`src/rtl/async_fifo_wr_ctrl_if.sv`:
```
// -----------------------------------------------------------------------------
// async_fifo_wr_ctrl_if
//
// Purpose:
//   Bundles the write-side handshake and pointer signals of the async FIFO
//   write controller. The clock and reset stay outside as plain ports.
//
// Signals:
//   WR_INC       write request from the upstream producer
//   RD_PTR_SYNC  Gray read pointer, already synchronized into the write domain
//   WR_EN        memory write strobe
//   WR_ADDR      memory write address
//   WR_PTR_GRAY  registered Gray write pointer toward the read-domain synchronizer
//   FULL         registered full flag
//   AFULL        registered almost-full flag
//   WR_LEVEL     registered fill level (only when ASYNC_FIFO_WR_LEVEL_EN is defined)
//
// Modports:
//   master  the write controller (drives strobe, address, pointer and flags)
//   slave   the surrounding logic (drives request and synchronized read pointer)
// -----------------------------------------------------------------------------
interface async_fifo_wr_ctrl_if #(
   parameter int ADDR_WIDTH = 3
);
   logic                  WR_INC;
   logic [ADDR_WIDTH:0]   RD_PTR_SYNC;
   logic                  WR_EN;
   logic [ADDR_WIDTH-1:0] WR_ADDR;
   logic [ADDR_WIDTH:0]   WR_PTR_GRAY;
   logic                  FULL;
   logic                  AFULL;
`ifdef ASYNC_FIFO_WR_LEVEL_EN
   logic [ADDR_WIDTH:0]   WR_LEVEL;

   modport master (
      input  WR_INC,
      input  RD_PTR_SYNC,
      output WR_EN,
      output WR_ADDR,
      output WR_PTR_GRAY,
      output FULL,
      output AFULL,
      output WR_LEVEL
   );

   modport slave (
      output WR_INC,
      output RD_PTR_SYNC,
      input  WR_EN,
      input  WR_ADDR,
      input  WR_PTR_GRAY,
      input  FULL,
      input  AFULL,
      input  WR_LEVEL
   );
`else
   modport master (
      input  WR_INC,
      input  RD_PTR_SYNC,
      output WR_EN,
      output WR_ADDR,
      output WR_PTR_GRAY,
      output FULL,
      output AFULL
   );

   modport slave (
      output WR_INC,
      output RD_PTR_SYNC,
      input  WR_EN,
      input  WR_ADDR,
      input  WR_PTR_GRAY,
      input  FULL,
      input  AFULL
   );
`endif
endinterface

```
`src/rtl/async_fifo_wr_ctrl.sv`:
```
// -----------------------------------------------------------------------------
// async_fifo_wr_ctrl
//
// Purpose:
//   Write-domain pointer and flag controller of the async FIFO. Keeps the
//   binary write pointer, produces the memory write strobe/address, the
//   registered Gray write pointer for the read-domain synchronizer, and the
//   registered FULL / AFULL flags derived from the synchronized read pointer.
//
// Parameters:
//   ADDR_WIDTH    memory address width; depth = 2**ADDR_WIDTH, pointers are
//                 ADDR_WIDTH+1 bits wide
//   AFULL_THRESH  fill level at or above which AFULL asserts (1..2**ADDR_WIDTH)
//
// Ports:
//   CLK   write-domain clock
//   RST   asynchronous, active-low reset
//   bus   async_fifo_wr_ctrl_if.master (WR_INC, RD_PTR_SYNC in; WR_EN,
//         WR_ADDR, WR_PTR_GRAY, FULL, AFULL [, WR_LEVEL] out)
//
// Build option:
//   ASYNC_FIFO_WR_LEVEL_EN  when defined, adds the registered WR_LEVEL output
//                           (a copy of the next fill level, updated with FULL).
// -----------------------------------------------------------------------------
module async_fifo_wr_ctrl #(
   parameter int ADDR_WIDTH   = 3,
   parameter int AFULL_THRESH = 6
) (
   input  logic                  CLK,
   input  logic                  RST,
   async_fifo_wr_ctrl_if.master  bus
);

   localparam int              PW        = ADDR_WIDTH + 1;
   localparam logic [PW-1:0]   LP_THRESH = PW'(AFULL_THRESH);

   // Elaboration-time parameter sanity check.
   generate
      if (ADDR_WIDTH < 1) begin : g_bad_aw
         $error("async_fifo_wr_ctrl: ADDR_WIDTH must be >= 1");
      end
      if (AFULL_THRESH < 1 || AFULL_THRESH > (2 ** ADDR_WIDTH)) begin : g_bad_th
         $error("async_fifo_wr_ctrl: AFULL_THRESH out of range 1..2**ADDR_WIDTH");
      end
   endgenerate

   // State
   logic [PW-1:0] r_wr_bin;
   logic [PW-1:0] r_wr_gray;
   logic          r_full;
   logic          r_afull;

   // Next-state / combinational
   logic          w_wr_en;
   logic [PW-1:0] w_wr_bin_next;
   logic [PW-1:0] w_wr_gray_next;
   logic [PW-1:0] w_rd_bin;
   logic [PW-1:0] w_full_cmp;
   logic [PW-1:0] w_level_next;
   logic          w_full_next;
   logic          w_afull_next;

   // A request is only honoured while not full; a write attempted while full
   // is silently dropped and the pointer holds.
   assign w_wr_en        = bus.WR_INC & ~r_full;
   assign w_wr_bin_next  = r_wr_bin + {{(PW-1){1'b0}}, w_wr_en};
   assign w_wr_gray_next = w_wr_bin_next ^ (w_wr_bin_next >> 1);

   // Gray-to-binary of the synchronized read pointer: each binary bit is the
   // XOR of all Gray bits from the MSB down to that position.
   assign w_rd_bin[PW-1] = bus.RD_PTR_SYNC[PW-1];
   generate
      for (genvar gi = PW - 2; gi >= 0; gi--) begin : g_gray2bin
         assign w_rd_bin[gi] = w_rd_bin[gi+1] ^ bus.RD_PTR_SYNC[gi];
      end
   endgenerate

   // Full pattern in Gray space: the writer is exactly one lap ahead when its
   // two MSBs are the inverse of the reader's and the remaining bits match.
   assign w_full_cmp[PW-1:PW-2] = ~bus.RD_PTR_SYNC[PW-1:PW-2];
   generate
      if (ADDR_WIDTH >= 2) begin : g_full_low
         assign w_full_cmp[PW-3:0] = bus.RD_PTR_SYNC[PW-3:0];
      end
   endgenerate

   assign w_full_next = (w_wr_gray_next == w_full_cmp);

   // Modulo subtraction stays correct across pointer wrap because the
   // occupancy never exceeds the depth.
   assign w_level_next = w_wr_bin_next - w_rd_bin;
   assign w_afull_next = (w_level_next >= LP_THRESH);

   always_ff @(posedge CLK or negedge RST) begin
      if (!RST) begin
         r_wr_bin  <= '0;
         r_wr_gray <= '0;
         r_full    <= 1'b0;
         r_afull   <= 1'b0;
      end else begin
         r_wr_bin  <= w_wr_bin_next;
         r_wr_gray <= w_wr_gray_next;
         r_full    <= w_full_next;
         r_afull   <= w_afull_next;
      end
   end

`ifdef ASYNC_FIFO_WR_LEVEL_EN
   logic [PW-1:0] r_wr_level;

   always_ff @(posedge CLK or negedge RST) begin
      if (!RST) begin
         r_wr_level <= '0;
      end else begin
         r_wr_level <= w_level_next;
      end
   end

   assign bus.WR_LEVEL = r_wr_level;
`endif

   // WR_PTR_GRAY comes straight from its flop so the synchronizer only ever
   // sees single-bit transitions.
   assign bus.WR_EN       = w_wr_en;
   assign bus.WR_ADDR     = r_wr_bin[ADDR_WIDTH-1:0];
   assign bus.WR_PTR_GRAY = r_wr_gray;
   assign bus.FULL        = r_full;
   assign bus.AFULL       = r_afull;

endmodule

```
`src/flat_wrapper.sv`:
```
// flat-port wrapper written by rule: the top's interface ports become plain ports
module async_fifo_wr_ctrl_flat 
#(
   parameter int ADDR_WIDTH   = 3,
   parameter int AFULL_THRESH = 6
)
  (CLK, RST, bus_WR_INC, bus_RD_PTR_SYNC, bus_WR_EN, bus_WR_ADDR, bus_WR_PTR_GRAY, bus_FULL, bus_AFULL);
  async_fifo_wr_ctrl_if #(.ADDR_WIDTH(ADDR_WIDTH)) bus_i ();
  input  logic CLK;
  input  logic RST;
  input wire logic [$bits(bus_i.WR_INC)-1:0] bus_WR_INC;
  input wire logic [$bits(bus_i.RD_PTR_SYNC)-1:0] bus_RD_PTR_SYNC;
  output wire logic [$bits(bus_i.WR_EN)-1:0] bus_WR_EN;
  output wire logic [$bits(bus_i.WR_ADDR)-1:0] bus_WR_ADDR;
  output wire logic [$bits(bus_i.WR_PTR_GRAY)-1:0] bus_WR_PTR_GRAY;
  output wire logic [$bits(bus_i.FULL)-1:0] bus_FULL;
  output wire logic [$bits(bus_i.AFULL)-1:0] bus_AFULL;
  assign bus_i.WR_INC = bus_WR_INC;
  assign bus_i.RD_PTR_SYNC = bus_RD_PTR_SYNC;
  assign bus_WR_EN = bus_i.WR_EN;
  assign bus_WR_ADDR = bus_i.WR_ADDR;
  assign bus_WR_PTR_GRAY = bus_i.WR_PTR_GRAY;
  assign bus_FULL = bus_i.FULL;
  assign bus_AFULL = bus_i.AFULL;
  async_fifo_wr_ctrl #(.ADDR_WIDTH(ADDR_WIDTH), .AFULL_THRESH(AFULL_THRESH)) u_core (.CLK(CLK), .RST(RST), .bus(bus_i));
endmodule
```
`config.mk`:
```
export PLATFORM = sky130hd
export DESIGN_NAME = async_fifo_wr_ctrl_flat
export DESIGN_NICKNAME = d
export VERILOG_FILES = /design/src/rtl/async_fifo_wr_ctrl_if.sv /design/src/rtl/async_fifo_wr_ctrl.sv /design/src/flat_wrapper.sv
export SDC_FILE = /design/constraint.sdc
export NUM_CORES = 1
export LEC_CHECK = 0
export ABC_AREA = 1
export ABC_CLOCK_PERIOD_IN_PS = 4500
export BUFFER_PORTS_ARGS = -buffer_cell sky130_fd_sc_hd__buf_2
export CORE_AREA = 2 2 39 41
export DETAILED_ROUTE_END_ITERATION = 6
export DIE_AREA = 0 0 41 43
export PLACE_DENSITY = 0.7
export SKIP_CTS_REPAIR_TIMING = 1
export SLEW_MARGIN = 20
export SYNTH_ARGS = -nofsm -noshare
export SYNTH_HDL_FRONTEND = slang
export SYNTH_SLANG_ARGS = --single-unit
```
`constraint.sdc`:
```
create_clock -name CLK -period 4.5 [get_ports CLK]
set_input_delay 0.9 -clock CLK [delete_from_list [all_inputs] [get_ports CLK]]
set_output_delay 0.9 -clock CLK [all_outputs]
set_load 0.01 [all_outputs]
```
==> flow_summary.yaml <==
global_routing:
  grt_start_max_net_pins: 10
  grtUsageTotal: 0.168
  grt_first_pass_wirelength_um: 1880
  grt_pass1_vias: 478
  antenna_found_initial: 0
  grt_overflow_total: 0
route:
  via_count: 514
  dr.pass1.iters: 4
  wirelength_um: 1040
  via_per_inst: 4.63
  drc_errors: 0
  wl_per_cell_um: 9.34
  ant_nets: 0
  drt-initial-drc-count: 9
worst_setup_path:
  worstSetupPathType: "primary input to register"
  timing.rr.start: "u_core.bus.FULL"
  setup.worst_path.start: "bus_WR_INC"
  path_cells: "buf_2 -> inv_1 -> nor2_1 -> ha_1 -> ha_1 -> inv_1 -> fa_1 -> a21oi_1 -> o21ai_0 -> nand3_1"
  crit_arrival_ns: 2.54
  worstSetupStartpointType: "primary input"
  cpPeakStageDelay_ns: 0.54
  slowest_stage: "fa_1"
  worst_ep_required_time_ns: 4.65
  end_kind: "register"
  cp_max_fo: 6
flow_run:
  max-cap-violations: 0
layout:
  ff_latch_area_um2: 225
  finalNonFillerCells: 111
  drive_above_1_share: 0.232
  num_antenna_cells: 0
  finish.net_count: 109
  multi_input_area_um2: 320
  syn2layout_area_growth_pct: 21.1
  fill_cells: 142
sta:
  slew_headroom: 0.840
  finalSetupViolCount: 0
  fin_crit_sh: 0.532
  setup_tns_ns: 0
  hold_viol: 0
  rsz0062_at_grt: "no"
  drv_slew: 0
  fin_crit_ns: 2.39
  timing.fmax_mhz: 418
  max_slew.worst_pin.slew_ns: 0.239
  skew_ns: 0.00426
yosys:
  synth_top_area_frac: 0.377
  synth_nets: 88
  post_synth.cell_area_avg_um2: 7.97
  synth_area_um2: 598
  yosysWarnings: 0
  synthesis.instances: 75
  yosysSeqAreaShare: 0.377
  ys_top_cells_by_area: "dfrtp_1 (38%), nand2_1 (13%), nand3_1 (12%)"
  synth_top_area_cell: "dfrtp_1"
  ys_ff_latch: 9
  ys_types: 15
cts:
  cts-root-buf: "clkbuf_4"
  htreeDepth: 1
  cts_buffers: 3
  cts_sinks: 9
  cts_buffer_depth: 2
  clk_latency_ns: 0.27
  path_clk_slew_ns: 0.06
  tritoncts: "built"
status:
  status: "finished, final reports clean"
floorplanning:
  fp.dieW_um: 41
  fp-row-count: 14
  io_pins: 17
  coreArea_um2: 1380
  dieArea_um2: 1760
  initial_core_util: 0.432
  die_h_um: 43
pwr:
  powerDensity_nw_per_um2: 759
  leakagePower_nw: 0.431
  ir_drop_mv: 0.265
placement:
  port_buffers: 16
  place_congestion: 0.828
  hpwl_um: 903
  place_inst: 107
min_path:
  min_path_type: "primary input to async pin"
critical path: cells and delay by family:
kind                     cells  cell delay [ns]
adder cells (fa/ha/maj)      3             1.13
buffers and inverters        3             0.25
AND/OR/NAND/NOR              2             0.14
AO/OA/AOI/OAI                2             0.12
cells by family (layout without fill, tap and decap cells):
logic type,after synthesis,after routing,synth area share
flip-flops,9,9,0.377
buffers and inverters,14,34,0.0879
XOR/XNOR,4,4,0.0837
AND/OR/NAND/NOR,38,38,0.276
AO/OA/AOI/OAI,4,4,0.0377
adder cells (fa/ha/maj),6,6,0.138
sequential cells by signal, indices dropped and copies added (netlist names):
name and cells:
u_core.bus.AFULL 1, u_core.r_wr_bin 4, u_core.bus.FULL 1, u_core.bus.WR_PTR_GRAY 3
cells in the mapped netlist (all sizes together):
cell,n
a21oi,2
dfrtp,9
fa,1
ha,5
inv,14
nand2,21
nand3,14
nand4,1
nor2,2
o21ai,1
o21bai,1
xnor2,1
xor2,3
cell type report:
class                   count  share of cell area
clock buffers               4              0.0363
inverters                  14              0.0725
multi-input cells          52               0.442
flip-flops and latches      9               0.311
well taps                  16              0.0276
repair buffers             16               0.111
placed cells by master, fill, tap and decap left out:
| master | Yosys | routed |
|---|---|---|
| dfrtp_1 | 9 | 9 |
| ha_1 | 5 | 5 |
| xnor2_2 | 1 | 1 |
| xor2_1 | 2 | 2 |
| nand2_1 | 20 | 20 |
| o21bai_1 | 1 | 1 |
| inv_1 | 14 | 14 |
| nand2_2 | 1 | 1 |
| a21oi_1 | 2 | 2 |
| clkbuf_4 | 0 | 3 |
| nand4_1 | 1 | 1 |
| buf_2 | 0 | 16 |
| fa_1 | 1 | 1 |
| nand3_1 | 14 | 14 |
| o21ai_0 | 1 | 1 |
| nor2_1 | 2 | 2 |
| clkbuf_1 | 0 | 1 |
| xor2_2 | 1 | 1 |
final timing paths:
path / end / slack [ns] / cells after the start
hold / removal: u_core.bus.AFULL / 0.47 / 1
min in group CLK: u_core.r_wr_bin[0] / 0.57 / 1
setup reg to reg: u_core.bus.AFULL / 2.49 / 11
setup / recovery: u_core.bus.AFULL / 2.11 / 10
max in group asynchronous: u_core.bus.WR_PTR_GRAY[1] / 3.85 / 1
hold reg to reg: u_core.r_wr_bin[0] / 0.57 / 1
power by group:
part           leakage, nW  switching (W)  internal [W]
combinational        0.307       0.000208      0.000136
sequential           0.109      0.0000195      0.000123
clock               0.0150      0.0000291     0.0000342
total                0.431       0.000257      0.000293
layer usage:
layer | track usage | wire length, µm
met1 | 0.197 | 478
met2 | 0.247 | 469
met3 | 0.0471 | 50
met4 | 0.120 | 38
met5 | 0 | 0
per-stage QoR:
stage	setup slack, ns	hold slack [ns]	utilization	power (W)	instance area [µm²]
detailed placement	1.81	0.565	0.505	0.000492	698
finish	2.11	0.468	0.524	0.000550	724
global route	1.87	0.474	0.524	0.000628	724
global placement	1.85	0.562	0.505	0.000486	698
CTS	2.09	0.485	0.524	0.000555	724
floorplan	2.00	0.586	-	0.000400	598
(Power assumes the default switching activity.)
